`config.mk`:
```
export PLATFORM = sky130hd
export DESIGN_NAME = tinyalu_core_flat
export DESIGN_NICKNAME = d
export VERILOG_FILES = /design/src/rtl/tinyalu_pkg.sv /design/src/rtl/tinyalu_if.sv /design/src/rtl/tinyalu_mul_pipe.sv /design/src/rtl/tinyalu_core.sv /design/src/flat_wrapper.sv
export SDC_FILE = /design/constraint.sdc
export NUM_CORES = 1
export LEC_CHECK = 0
export ABC_AREA = 1
export BUFFER_PORTS_ARGS = -buffer_cell sky130_fd_sc_hd__buf_2
export CAP_MARGIN = 5
export CORE_MARGIN = 5
export CORE_UTILIZATION = 61
export DETAILED_ROUTE_END_ITERATION = 10
export HOLD_SLACK_MARGIN = 0.05
export PLACE_DENSITY = 0.81
export SLEW_MARGIN = 20
export SYNTH_ARGS = -nofsm -noshare
export SYNTH_HDL_FRONTEND = slang
export SYNTH_HIERARCHICAL = 1
export SYNTH_SLANG_ARGS = --single-unit
```
`constraint.sdc`:
```
create_clock -name clk -period 2.2 [get_ports clk]
set_clock_uncertainty 0.15 [all_clocks]
set_input_delay 0.11 -clock clk [delete_from_list [all_inputs] [get_ports clk]]
set_output_delay 0.11 -clock clk [all_outputs]
set_load 0.01 [all_outputs]
```
`src/rtl/tinyalu_pkg.sv`:
```
// Shared TinyALU definitions: operand/result widths, opcode encodings, FSM states.
// ILLEGAL_RESULT is driven only in builds with TINYALU_ILLEGAL_OP_EN defined.
package tinyalu_pkg;

    localparam int OP_W  = 8;
    localparam int RES_W = 2 * OP_W;

    localparam logic [RES_W-1:0] ILLEGAL_RESULT = 16'hDEAD;

    typedef enum logic [2:0] {
        NO_OP  = 3'b000,
        ADD_OP = 3'b001,
        AND_OP = 3'b010,
        XOR_OP = 3'b011,
        MUL_OP = 3'b100
    } operation_t;

    typedef enum logic [1:0] {
        IDLE     = 2'd0,
        MUL_BUSY = 2'd1,
        WAIT_LOW = 2'd2
    } state_t;

endpackage

```
`src/rtl/tinyalu_if.sv`:
```
// TinyALU command/response bundle between the driver (master) and the core (slave).
// Handshake: master raises start with stable op/A/B and holds start until it sees done;
// slave accepts on the first posedge it is idle with start high, then pulses done for
// exactly one cycle with result valid. done is never high two cycles in a row.
interface tinyalu_if;
    import tinyalu_pkg::*;

    logic [OP_W-1:0]  A;
    logic [OP_W-1:0]  B;
    logic [2:0]       op;
    logic             start;
    logic             done;
    logic [RES_W-1:0] result;
    logic             err;

    modport master (
        output A, B, op, start,
        input  done, result, err
    );

    modport slave (
        input  A, B, op, start,
        output done, result, err
    );

endinterface

```
`src/rtl/tinyalu_mul_pipe.sv`:
```
// MUL_LAT-stage registered unsigned multiplier: the product is formed on the launch
// edge and then shifted down a register chain alongside an async-cleared valid bit.
module tinyalu_mul_pipe
    import tinyalu_pkg::*;
#(
    parameter int MUL_LAT = 3
) (
    input  logic             clk,
    input  logic             reset_n,
    input  logic             i_start,
    input  logic [OP_W-1:0]  i_a,
    input  logic [OP_W-1:0]  i_b,
    output logic             o_vld,
    output logic [RES_W-1:0] o_prod
);

    logic [MUL_LAT-1:0] r_vld;
    logic [RES_W-1:0]   r_prod [MUL_LAT];
    logic [RES_W-1:0]   w_prod;

    assign w_prod = {{OP_W{1'b0}}, i_a} * {{OP_W{1'b0}}, i_b};

    // Only the valid chain needs reset; a reset mid-flight must never surface a result.
    always_ff @(posedge clk or negedge reset_n) begin
        if (!reset_n) begin
            r_vld <= '0;
        end else begin
            r_vld <= {r_vld[MUL_LAT-2:0], i_start};
        end
    end

    always_ff @(posedge clk) begin
        if (i_start) begin
            r_prod[0] <= w_prod;
        end
        for (int i = 1; i < MUL_LAT; i++) begin
            r_prod[i] <= r_prod[i-1];
        end
    end

    assign o_vld  = r_vld[MUL_LAT-1];
    assign o_prod = r_prod[MUL_LAT-1];

endmodule

```
`src/rtl/tinyalu_core.sv`:
```
// TinyALU core: add/and/xor complete on the acceptance edge, mul via tinyalu_mul_pipe.
// Build macro TINYALU_ILLEGAL_OP_EN: illegal opcodes answer done+err with 16'hDEAD.
module tinyalu_core
    import tinyalu_pkg::*;
#(
    parameter int MUL_LAT = 3
) (
    input  logic       clk,
    input  logic       reset_n,
    tinyalu_if.slave   bus,
    output state_t     o_state
);

    state_t           r_state;
    state_t           w_state_nxt;
    logic             r_done;
    logic             w_done_nxt;
    logic [RES_W-1:0] r_result;
    logic [RES_W-1:0] w_result_nxt;
    logic             w_err_nxt;
    logic             w_mul_start;
    logic             w_mul_vld;
    logic [RES_W-1:0] w_mul_prod;
    logic [OP_W:0]    w_sum;

    assign w_sum = {1'b0, bus.A} + {1'b0, bus.B};

    tinyalu_mul_pipe #(
        .MUL_LAT (MUL_LAT)
    ) u_mul_pipe (
        .clk     (clk),
        .reset_n (reset_n),
        .i_start (w_mul_start),
        .i_a     (bus.A),
        .i_b     (bus.B),
        .o_vld   (w_mul_vld),
        .o_prod  (w_mul_prod)
    );

    always_ff @(posedge clk or negedge reset_n) begin
        if (!reset_n) begin
            r_state <= IDLE;
        end else begin
            r_state <= w_state_nxt;
        end
    end

    always_comb begin
        w_state_nxt  = r_state;
        w_done_nxt   = 1'b0;
        w_err_nxt    = 1'b0;
        w_result_nxt = r_result;
        w_mul_start  = 1'b0;
        case (r_state)
            IDLE: begin
                if (bus.start) begin
                    case (bus.op)
                        ADD_OP: begin
                            w_done_nxt   = 1'b1;
                            w_result_nxt = {{(RES_W-OP_W-1){1'b0}}, w_sum};
                            w_state_nxt  = WAIT_LOW;
                        end
                        AND_OP: begin
                            w_done_nxt   = 1'b1;
                            w_result_nxt = {{OP_W{1'b0}}, bus.A & bus.B};
                            w_state_nxt  = WAIT_LOW;
                        end
                        XOR_OP: begin
                            w_done_nxt   = 1'b1;
                            w_result_nxt = {{OP_W{1'b0}}, bus.A ^ bus.B};
                            w_state_nxt  = WAIT_LOW;
                        end
                        MUL_OP: begin
                            w_mul_start = 1'b1;
                            w_state_nxt = MUL_BUSY;
                        end
                        NO_OP: begin
                        end
                        default: begin
`ifdef TINYALU_ILLEGAL_OP_EN
                            w_done_nxt   = 1'b1;
                            w_err_nxt    = 1'b1;
                            w_result_nxt = ILLEGAL_RESULT;
                            w_state_nxt  = WAIT_LOW;
`endif
                        end
                    endcase
                end
            end
            MUL_BUSY: begin
                // The driver may already have let go of start; skip WAIT_LOW then.
                if (w_mul_vld) begin
                    w_done_nxt   = 1'b1;
                    w_result_nxt = w_mul_prod;
                    w_state_nxt  = bus.start ? WAIT_LOW : IDLE;
                end
            end
            WAIT_LOW: begin
                if (!bus.start) begin
                    w_state_nxt = IDLE;
                end
            end
            default: begin
                w_state_nxt = IDLE;
            end
        endcase
    end

    always_ff @(posedge clk or negedge reset_n) begin
        if (!reset_n) begin
            r_done   <= 1'b0;
            r_result <= '0;
        end else begin
            r_done   <= w_done_nxt;
            r_result <= w_result_nxt;
        end
    end

`ifdef TINYALU_ILLEGAL_OP_EN
    logic r_err;

    always_ff @(posedge clk or negedge reset_n) begin
        if (!reset_n) begin
            r_err <= 1'b0;
        end else begin
            r_err <= w_err_nxt;
        end
    end

    assign bus.err = r_err;
`else
    assign bus.err = w_err_nxt;
`endif

    assign bus.done   = r_done;
    assign bus.result = r_result;
    assign o_state    = r_state;

endmodule

```
`src/flat_wrapper.sv`:
```
// flat-port wrapper written by rule: the top's interface ports become plain ports
module tinyalu_core_flat import tinyalu_pkg::*;
#(
    parameter int MUL_LAT = 3
)
  (clk, reset_n, o_state, bus_A, bus_B, bus_op, bus_start, bus_done, bus_result, bus_err);
  tinyalu_if bus_i ();
  input  logic clk;
  input  logic reset_n;
  output state_t o_state;
  input wire logic [$bits(bus_i.A)-1:0] bus_A;
  input wire logic [$bits(bus_i.B)-1:0] bus_B;
  input wire logic [$bits(bus_i.op)-1:0] bus_op;
  input wire logic [$bits(bus_i.start)-1:0] bus_start;
  output wire logic [$bits(bus_i.done)-1:0] bus_done;
  output wire logic [$bits(bus_i.result)-1:0] bus_result;
  output wire logic [$bits(bus_i.err)-1:0] bus_err;
  assign bus_i.A = bus_A;
  assign bus_i.B = bus_B;
  assign bus_i.op = bus_op;
  assign bus_i.start = bus_start;
  assign bus_done = bus_i.done;
  assign bus_result = bus_i.result;
  assign bus_err = bus_i.err;
  tinyalu_core #(.MUL_LAT(MUL_LAT)) u_core (.clk(clk), .reset_n(reset_n), .bus(bus_i), .o_state(o_state));
endmodule
```
-- Word level (Yosys, flattened, before mapping)
Memories as Yosys holds them, arrays and structs flattened.
Cells that the tools add are included.
- bits in registers: 22
- RAM bits: 48
- input port bits: 22
- output and inout port bits: 20
- logic and storage cells: 44
- memories: 1
- add/subtract/negate cells: 1
- $mul: 1
- eq/ne operators: 11
- muxes and demuxes: 19
- bitwise logic cells: 2
- reduce and logical (&&, ||, !) cells: 5
- memory list (name ; words ; width ; read ports ; clocked after memory_dff ; write ports ; line ; text):
    u_core.u_mul_pipe.r_prod ; 3 ; 16 ; 3 ; 0 ; 3 ; tinyalu_mul_pipe.sv:18 ; logic [RES_W-1:0] r_prod [MUL_LAT];
- operator list (kind ; number):
    one-hot mux 16 bit (3 select lines) ; 1
    2-to-1 mux 16 bit ; 2
    one-hot mux 16 bit (2 select lines) ; 1
    multiplier 8 x 8 -> 16 bit ; 1
    adder 8 x 8 -> 9 bit ; 1
    AND 8 bit ; 1
    2-to-1 mux 1 bit ; 8
    2-to-1 mux 2 bit ; 4
    AND reduction 4 bit ; 2
    bitwise XOR 8 bit ; 1
    equality test 3 x 2 -> 1 bit, second input constant ; 2
    inequality test 2 bit, second input constant ; 3
    one-hot mux 2 bit (3 select lines) ; 1
    inequality test 4 bit, second input constant ; 1
    one-hot mux 2 bit (2 select lines) ; 1
    equality test 3 x 1 -> 1 bit, second input constant ; 1
    equality test 3 bit, second input constant ; 1
    inequality test 3 bit, second input constant ; 1
    OR reduction 3 bit ; 1
    equality test 2 x 1 -> 1 bit, second input constant ; 1
    equality test 2 bit, second input constant ; 1
    logical NOT 2 bit ; 1
    one-hot mux 1 bit (2 select lines) ; 1
    nonzero test 2 bit ; 1

-- Depth between registers and ports, before layout
Gate-level depths: netlist of the first run.
- word-level depth: 6
- mapped depth: 20
- mapped depth without buffers: 19

-- Modules after synthesis
The synthesis of the first run kept the hierarchy.
- modules (own cells, without submodules) (module ; times used ; cells each ; area an instance (µm²) ; seq. area each (µm²)):
    tinyalu_mul_pipe ; 1 ; 442 ; 3717.3 ; 1196.1
    tinyalu_core ; 1 ; 218 ; 1457.6 ; 475.5

-- Least setup slack after synthesis of the first run
No wires, ideal clock.
- path kind: input to register
- start point: in bus_A[0]
- end point: mem u_core/u_mul_pipe/r_prod[0][14] (netlist bit), data pin
- library setup time: 0.253 ns
- data arrival time: 3.447 ns
- required time: 1.797 ns
- path slack: -1.650 ns
- stages: 18
- buffers on the path: 1
- cells stage by stage: clkbuf_1 > nand2_1 > fa_1 > fa_1 > inv_1 > fa_1 > inv_1 > fa_1 > inv_1 > ha_1 > nand2_1 > nand2_1 > nand2_1 > nand2_1 > nand2_1 > nand3_1 > nand2_1 > nand2_1
- RTL lines (what ; line ; text):
    start: declaration ; flat_wrapper.sv:11 ; input wire logic [$bits(bus_i.A)-1:0] bus_A;
    end: declaration ; tinyalu_mul_pipe.sv:18 ;

==> reports/qor.yml, run 1 <==
routing:
  drt-initial-drc-count: 140
  firstDrtPassIters: 4
  totalWireLength_mm: 11.05
  drt-met1-wl_mm: 4.434
  detail_route.vias_per_cell: 5.017
  vias: 4154
  dr_wl_met2_mm: 5.875
  wl_per_cell_microns: 13.34
  dr_wl_met3_microns: 463
  drc_errors: 0
  top_layer: "met4"
  drtAntennaViolNets: 0
critical_path:
  cp.required_ns: 2.15
  crit_chain: "buf_8, nand2_2, inv_2, fa_1, fa_1, fa_1, inv_2, fa_1, inv_2, ha_4, nand2_4, inv_1, nand2_2, nand2_2, nand2_2, nand3_1, nand2_1, nand2_1"
  ff2ff_setup_slack_ns: 0.34
  start_kind: "input port"
  crit_path_end_kind: "register"
  critical_path_class: "input port to register"
  worstPathMaxFanout: 4
  cp_num_buf_inv: 5
  crit_slowest_cell: "fa_1"
  critPathArrivalTime_ns: 3.25
  max_stage_delay_ns: 0.55
  crit_family: "adder cells"
place:
  placed_cell_area_sq_mm: 0.005679
  dp_hpwl_mm: 8.799
  place.gp.congestion: 0.8994
  port_buffers: 40
  dp.cells: 805
floorplan:
  fp.dieW_microns: 102.1
  core_area_sq_mm: 0.008258
  rows: 33
  boundaryPins: 42
  initial_core_util_pct: 62.67
  dieHeight_microns: 102.1
  dieArea_sq_mm: 0.01043
sta:
  fin_crit_sh_pct: 150.1
  finalSetupViolations: 12
  final_max_slew_viol_count: 0
  fmax_ghz: 0.3029
  hold_viol_final: 0
  period_needed_ns: 3.301
  rsz0062_at_grt: "yes"
  setup_slack_ns: -1.101
  hold_slack_ns: 0.09212
logic_synthesis:
  synth.distinct_cells: 36
  async_flop_share_pct: 31.43
  synth_top_area_share_pct: 13.93
  netlist_area_sq_mm: 0.005175
  synth_edf_count: 16
  yosys_warnings: 6
  ys_ff_latch: 70
  synthCells: 660
  synth_common_cells: "192 x nand2_1, 146 x inv_1, 45 x ha_1, 36 x fa_1, 32 x dfxtp_1"
  ys_seq_area_share_pct: 32.30
  syn_nets: 763
  syn_area_per_cell_sq_um: 7.841
  synthTopCellsByArea: "fa_1 14%, nand2_1 14%, dfxtp_1 12%"
  synth_flop_cell: "dfxtp_1"
  yosysTopAreaCell: "fa_1"
  yosysMostFrequentCell: "nand2_1"
clock_tree:
  clkLatencyLatePin_ns: 0.34
  clock_sinks: 70
  cts_max_path_buffers: 2
  cts_tree: "done"
  cts_max_level: 3
  path_clk_slew_ns: 0.08
  numCtsBuffers: 9
  root_buffer: "clkbuf_8"
run_status:
  violations: "negative setup slack"
  outcome: "finished, violations left"
power_and_ir_drop:
  p_per_area_mw_per_mm2: 980.9
  p_leak_nw: 3.476
  ir_worst_vdd_mv: 0.7645
  power_mw: 6.055
finish:
  drive_gt1_share_pct: 26.00
  fin_cells: 828
  fillerInstances: 598
  area_delta_synth_final_pct: 19.29
  nets: 821
  antennaDiodeCount: 0
  design_area_sq_mm: 0.006173
global_route:
  grt_usage_pct: 23.09
  grt-ovfl-total: 0
  antenna_found_initial: 0
  grt_pass1_wl_mm: 19.00
  grt_pass1_vias: 4260
  grt_max_degree: 29
worst_hold_path:
  hp-class: "input port to register"
flow_run:
  maxCapViolations: 0
power by group:
group / leakage, nW / internal (mW) / switching (mW)
Combinational: 2.69 / 1.48 / 1.95
Clock: 0.0903 / 0.434 / 0.522
Sequential: 0.699 / 1.58 / 0.0955
Total: 3.48 / 3.49 / 2.57
state kept, by name (all words and copies together) (netlist names):
register,count
u_core/u_mul_pipe/r_prod,48
u_core/u_mul_pipe/r_vld,3
u_core/o_state,2
u_core/bus.done,1
u_core/bus.result,16
routing by layer:
layer  track usage [%]  vias up
met5                 0        -
met4             8.274        0
met3             4.164       20
met2             42.33      104
met1             26.93     1948
li1                  -     2082
cell usage in the layout, fill, tap and decap left out, types with 5 or more instances in the layout:
cell | Yosys | routed
nand4_1 | 7 | 7
o21ai_1 | 8 | 8
buf_4 | 17 | 38
nand2_2 | 6 | 31
clkbuf_8 | 0 | 9
nor2_1 | 28 | 26
xor2_1 | 6 | 5
fa_1 | 36 | 32
nand2_1 | 192 | 162
buf_6 | 2 | 9
ha_1 | 45 | 36
nand2_4 | 1 | 6
a21oi_1 | 19 | 17
ha_4 | 0 | 8
inv_2 | 5 | 23
edfxtp_1 | 16 | 16
inv_1 | 146 | 126
o21ai_0 | 7 | 7
nand3_1 | 23 | 20
dfrtp_1 | 22 | 22
dfxtp_1 | 32 | 32
buf_2 | 2 | 30
worst paths after layout:
kind / start / end / depth (start not counted)
setup / recovery: bus_B[2] / u_core/u_mul_pipe/r_prod[0][14]$_DFFE_PP_ / 18
hold / removal: bus_op[0] / u_core/bus.result[2]$_DFFE_PN0P_ / 5
setup reg to reg: u_core/o_state[1]$_DFFE_PN0P_ / u_core/bus.result[3]$_DFFE_PN0P_ / 7
hold reg to reg: u_core/u_mul_pipe/r_prod[0][18]$_DFF_P_ / u_core/u_mul_pipe/r_prod[0][34]$_DFF_P_ / 0
max in group asynchronous: reset_n / u_core/bus.result[0]$_DFFE_PN0P_ / 2
min in group asynchronous: reset_n / u_core/bus.done$_DFF_PN0_ / 2
tightest hold or removal path, stage by stage:
cell	delay [ns]
buf_2	0.13
nand2_1	0.09
o22ai_1	0.09
nand2_1	0.07
a31oi_1	0.06
through the flow:
stage               util [%]  TNS, ns  setup WS [ns]
detailed placement     68.77   -16.29         -1.526
finish                 74.76   -11.15         -1.101
global route           74.76   -12.35         -1.234
CTS                    74.03   -10.82         -1.075
floorplan                  -   -13.11         -1.340
global placement       68.77   -15.96         -1.507
cell families (layout without fill, tap and decap cells):
family | count (synthesis) | in the layout | synth area share, %
flip-flops | 70 | 70 | 32.30
buffers and inverters | 189 | 252 | 15.30
AND/OR/NAND/NOR | 269 | 269 | 21.66
adder cells (fa/ha/maj) | 81 | 81 | 24.81
other | 1 | 1 | 0.07246
AO/OA/AOI/OAI | 43 | 43 | 4.667
XOR/XNOR | 7 | 7 | 1.185
repair_timing:
| action | CTS | global route |
|---|---|---|
| endpoints found under the setup margin | 12 | 12 |
| endpoints found under the hold margin | 24 | 0 |
| setup buffers | 3 | 0 |
| gates resized for setup | 55 | 25 |
| pin swaps | 22 | 21 |
| hold buffers | 4 | 0 |
area by class of cell:
class / count / area, sq um / area share [%]
Clock buffer: 9 / 123.9 / 2.006
Clock inverter: 7 / 63.81 / 1.034
Inverter: 152 / 576.8 / 9.343
Multi-Input combinational cell: 401 / 2984 / 48.34
Sequential cell: 70 / 1672 / 27.08
Tap cell: 105 / 131.4 / 2.128
Timing Repair Buffer: 84 / 621.8 / 10.07
No activity file was read; power rests on OpenSTA's default activity.
==> inputs of run 2 (changes only) <==
CELL_PAD_IN_SITES_DETAIL_PLACEMENT = 0   (was not set)
CELL_PAD_IN_SITES_GLOBAL_PLACEMENT = 1   (was not set)
CORE_UTILIZATION = 49   (was 61)
PLACE_DENSITY = not set   (was 0.81)
PLACE_DENSITY_LB_ADDON = 0.1   (was not set)
clock period = 4.05 ns   (was 2.2 ns; I/O delays follow)
==> run 2 against run 1 <==
Against the previous run: the flow now finishes without violations; critical path depth grew 2; worst hold slack better by 0.019 ns; sequential share of layout area is 2.5 points higher; die area increased by 22%; power is 54% lower; register-to-register slack improved by 1.9 ns; via count fell by 6.2%; global-route usage fell by 5.2 points; wire length fell by 5.9%; clock power is 44% lower; highest routed layer unchanged.
==> reports/qor.yml, run 2 (synthesized netlist as in run 1, its figures left out) <==
critical_path:
  start_kind: "input port"
  worstPathMaxFanout: 9
  critPathArrivalTime_ns: 3.65
  worstReg2RegEnd: "u_core/bus.result[2]$_DFFE_PN0P_"
  reg2regPathDepth: 7
  ff2ff_setup_slack_ns: 2.27
  r2r_start: "u_core/o_state[1]$_DFFE_PN0P_"
  crit_path_end_kind: "register"
  critical_path.startpoint: "bus_B[4]"
  critical_path_class: "input port to register"
  cp.required_ns: 3.99
global_route:
  grt_max_degree: 29
  grt_pass1_wl_mm: 18.49
  antenna_found_initial: 0
  grt-ovfl-total: 0
  grt_pass1_vias: 4030
  grt_usage_pct: 17.84
floorplan:
  rows: 37
  initial_core_util_pct: 50.13
  dieHeight_microns: 112.8
  boundaryPins: 42
  dieArea_sq_mm: 0.01272
  fp.dieW_microns: 112.8
  core_area_sq_mm: 0.01032
routing:
  totalWireLength_mm: 10.39
  wl_per_cell_microns: 12.49
  drt-initial-drc-count: 253
  drtAntennaViolNets: 0
  firstDrtPassIters: 4
  drc_errors: 0
  detail_route.vias_per_cell: 4.683
  vias: 3896
finish:
  antennaDiodeCount: 0
  fin_util_pct: 54.83
  fin_cells: 832
  nets: 794
  final_cell_mix: "192 x nand2_1, 146 x inv_1, 45 x ha_1"
  fillerInstances: 975
  multiInputGateArea_sq_mm: 0.002711
  largest_reg_flops: 48
  area_delta_synth_final_pct: 9.381
  drive_gt1_share_pct: 13.07
  regArea_sq_mm: 0.001672
  largest-register: "u_core/u_mul_pipe/r_prod"
  layout_commonest_cell: "nand2_1"
worst_hold_path:
  hold_start: "bus_op[1]"
  hold_depth: 4
  hp-class: "input port to register"
  whs_endpoint: "u_core/o_state[0]$_DFFE_PN0P_"
clock_tree:
  path_clk_slew_ns: 0.07
  cts_max_level: 3
  post_cts_resized: 0
  clkLatencyLatePin_ns: 0.33
  post_cts_buffers: 0
  cts_max_path_buffers: 2
  clock_sinks: 70
  cts_tree: "done"
  numCtsBuffers: 9
  root_buffer: "clkbuf_8"
sta:
  finalSetupViolations: 0
  final_max_slew_viol_count: 0
  fmax_ghz: 0.2695
  hold_viol_final: 0
  rsz0062_at_grt: "no"
  fin_crit_sh_pct: 91.60
  period_needed_ns: 3.710
power_and_ir_drop:
  power_mw: 2.784
  p_per_area_mw_per_mm2: 491.8
  ir_worst_vdd_mv: 0.2502
  p_leak_nw: 3.333
place:
  dp_hpwl_mm: 8.548
  port_buffers: 40
  dp.cells: 814
  place.gp.congestion: 0.8580
run_status:
  outcome: "finished clean"
flow_run:
  maxCapViolations: 0
-- run 2: cell types whose count changed in the layout (fill, tap and decap cells not counted), sizes merged --
cell and change:
buf -25, clkbuf +3, clkinvlp -1, dlygate4sd3 -2, inv -2
-- run 2: metrics by stage --
stage	hold WS, ns	setup slack [ns]	TNS, ns	cell area [sq um]
6_report	0.1113	0.3400	0	5660
5_1_grt	0.1111	0.1330	0	5660
4_1_cts	0.07806	0.3469	0	5660
3_5_place_dp	0.03571	-0.01391	-0.01690	5438
3_3_place_gp	0.03841	0.02828	0	5438
2_1_floorplan	-0.2431	0.1078	0	5175
-- run 2: critical path, stage by stage --
cell and delay [ns]:
buf_2 0.17, nand2_1 0.09, inv_1 0.05, fa_1 0.53, inv_1 0.05, fa_1 0.47, inv_1 0.05, fa_1 0.52
inv_1 0.05, fa_1 0.53, inv_1 0.04, ha_1 0.34, nand2_1 0.08, nand2_1 0.06, nand2_1 0.06, nand2_1 0.08
nand2_1 0.08, nand3_1 0.07, nand2_1 0.06, nand2_1 0.04
-- run 2: how the worst max path moves through the flow --
| stage | to |
|---|---|
| global placement | u_core/u_mul_pipe/r_prod[0][11]$_DFFE_PP_ |
| CTS | u_core/u_mul_pipe/r_prod[0][14]$_DFFE_PP_ |
| finish | u_core/u_mul_pipe/r_prod[0][14]$_DFFE_PP_ |
| global route | u_core/u_mul_pipe/r_prod[0][14]$_DFFE_PP_ |
| detailed placement | u_core/u_mul_pipe/r_prod[0][14]$_DFFE_PP_ |
| floorplan | u_core/u_mul_pipe/r_prod[0][14]$_DFFE_PP_ |
-- run 2: routing by layer --
layer,part of all wire (%),global-route usage (%)
met5,0,0
met4,0.65,3.606
met3,3.6,3.048
met2,51,32.31
met1,44,22.39
-- run 2: repair_timing --
action,in CTS,in global routing
hold buffers,2,0
hold endpoints to repair,23,0
endpoints found under the setup margin,0,0
-- run 2: layout make-up --
class	count	area share, %
clock buffer	12	3.139
clock inverter	4	0.4421
inverter	152	10.10
multi-input combinational	401	47.90
sequential	70	29.53
tap	136	3.006
timing repair buffer	57	5.880
-- run 2: where the power goes --
group	switching (mW)	total, mW	internal (mW)
Clock	0.239	0.536	0.297
Sequential	0.0467	0.906	0.859
Combinational	0.838	1.34	0.504
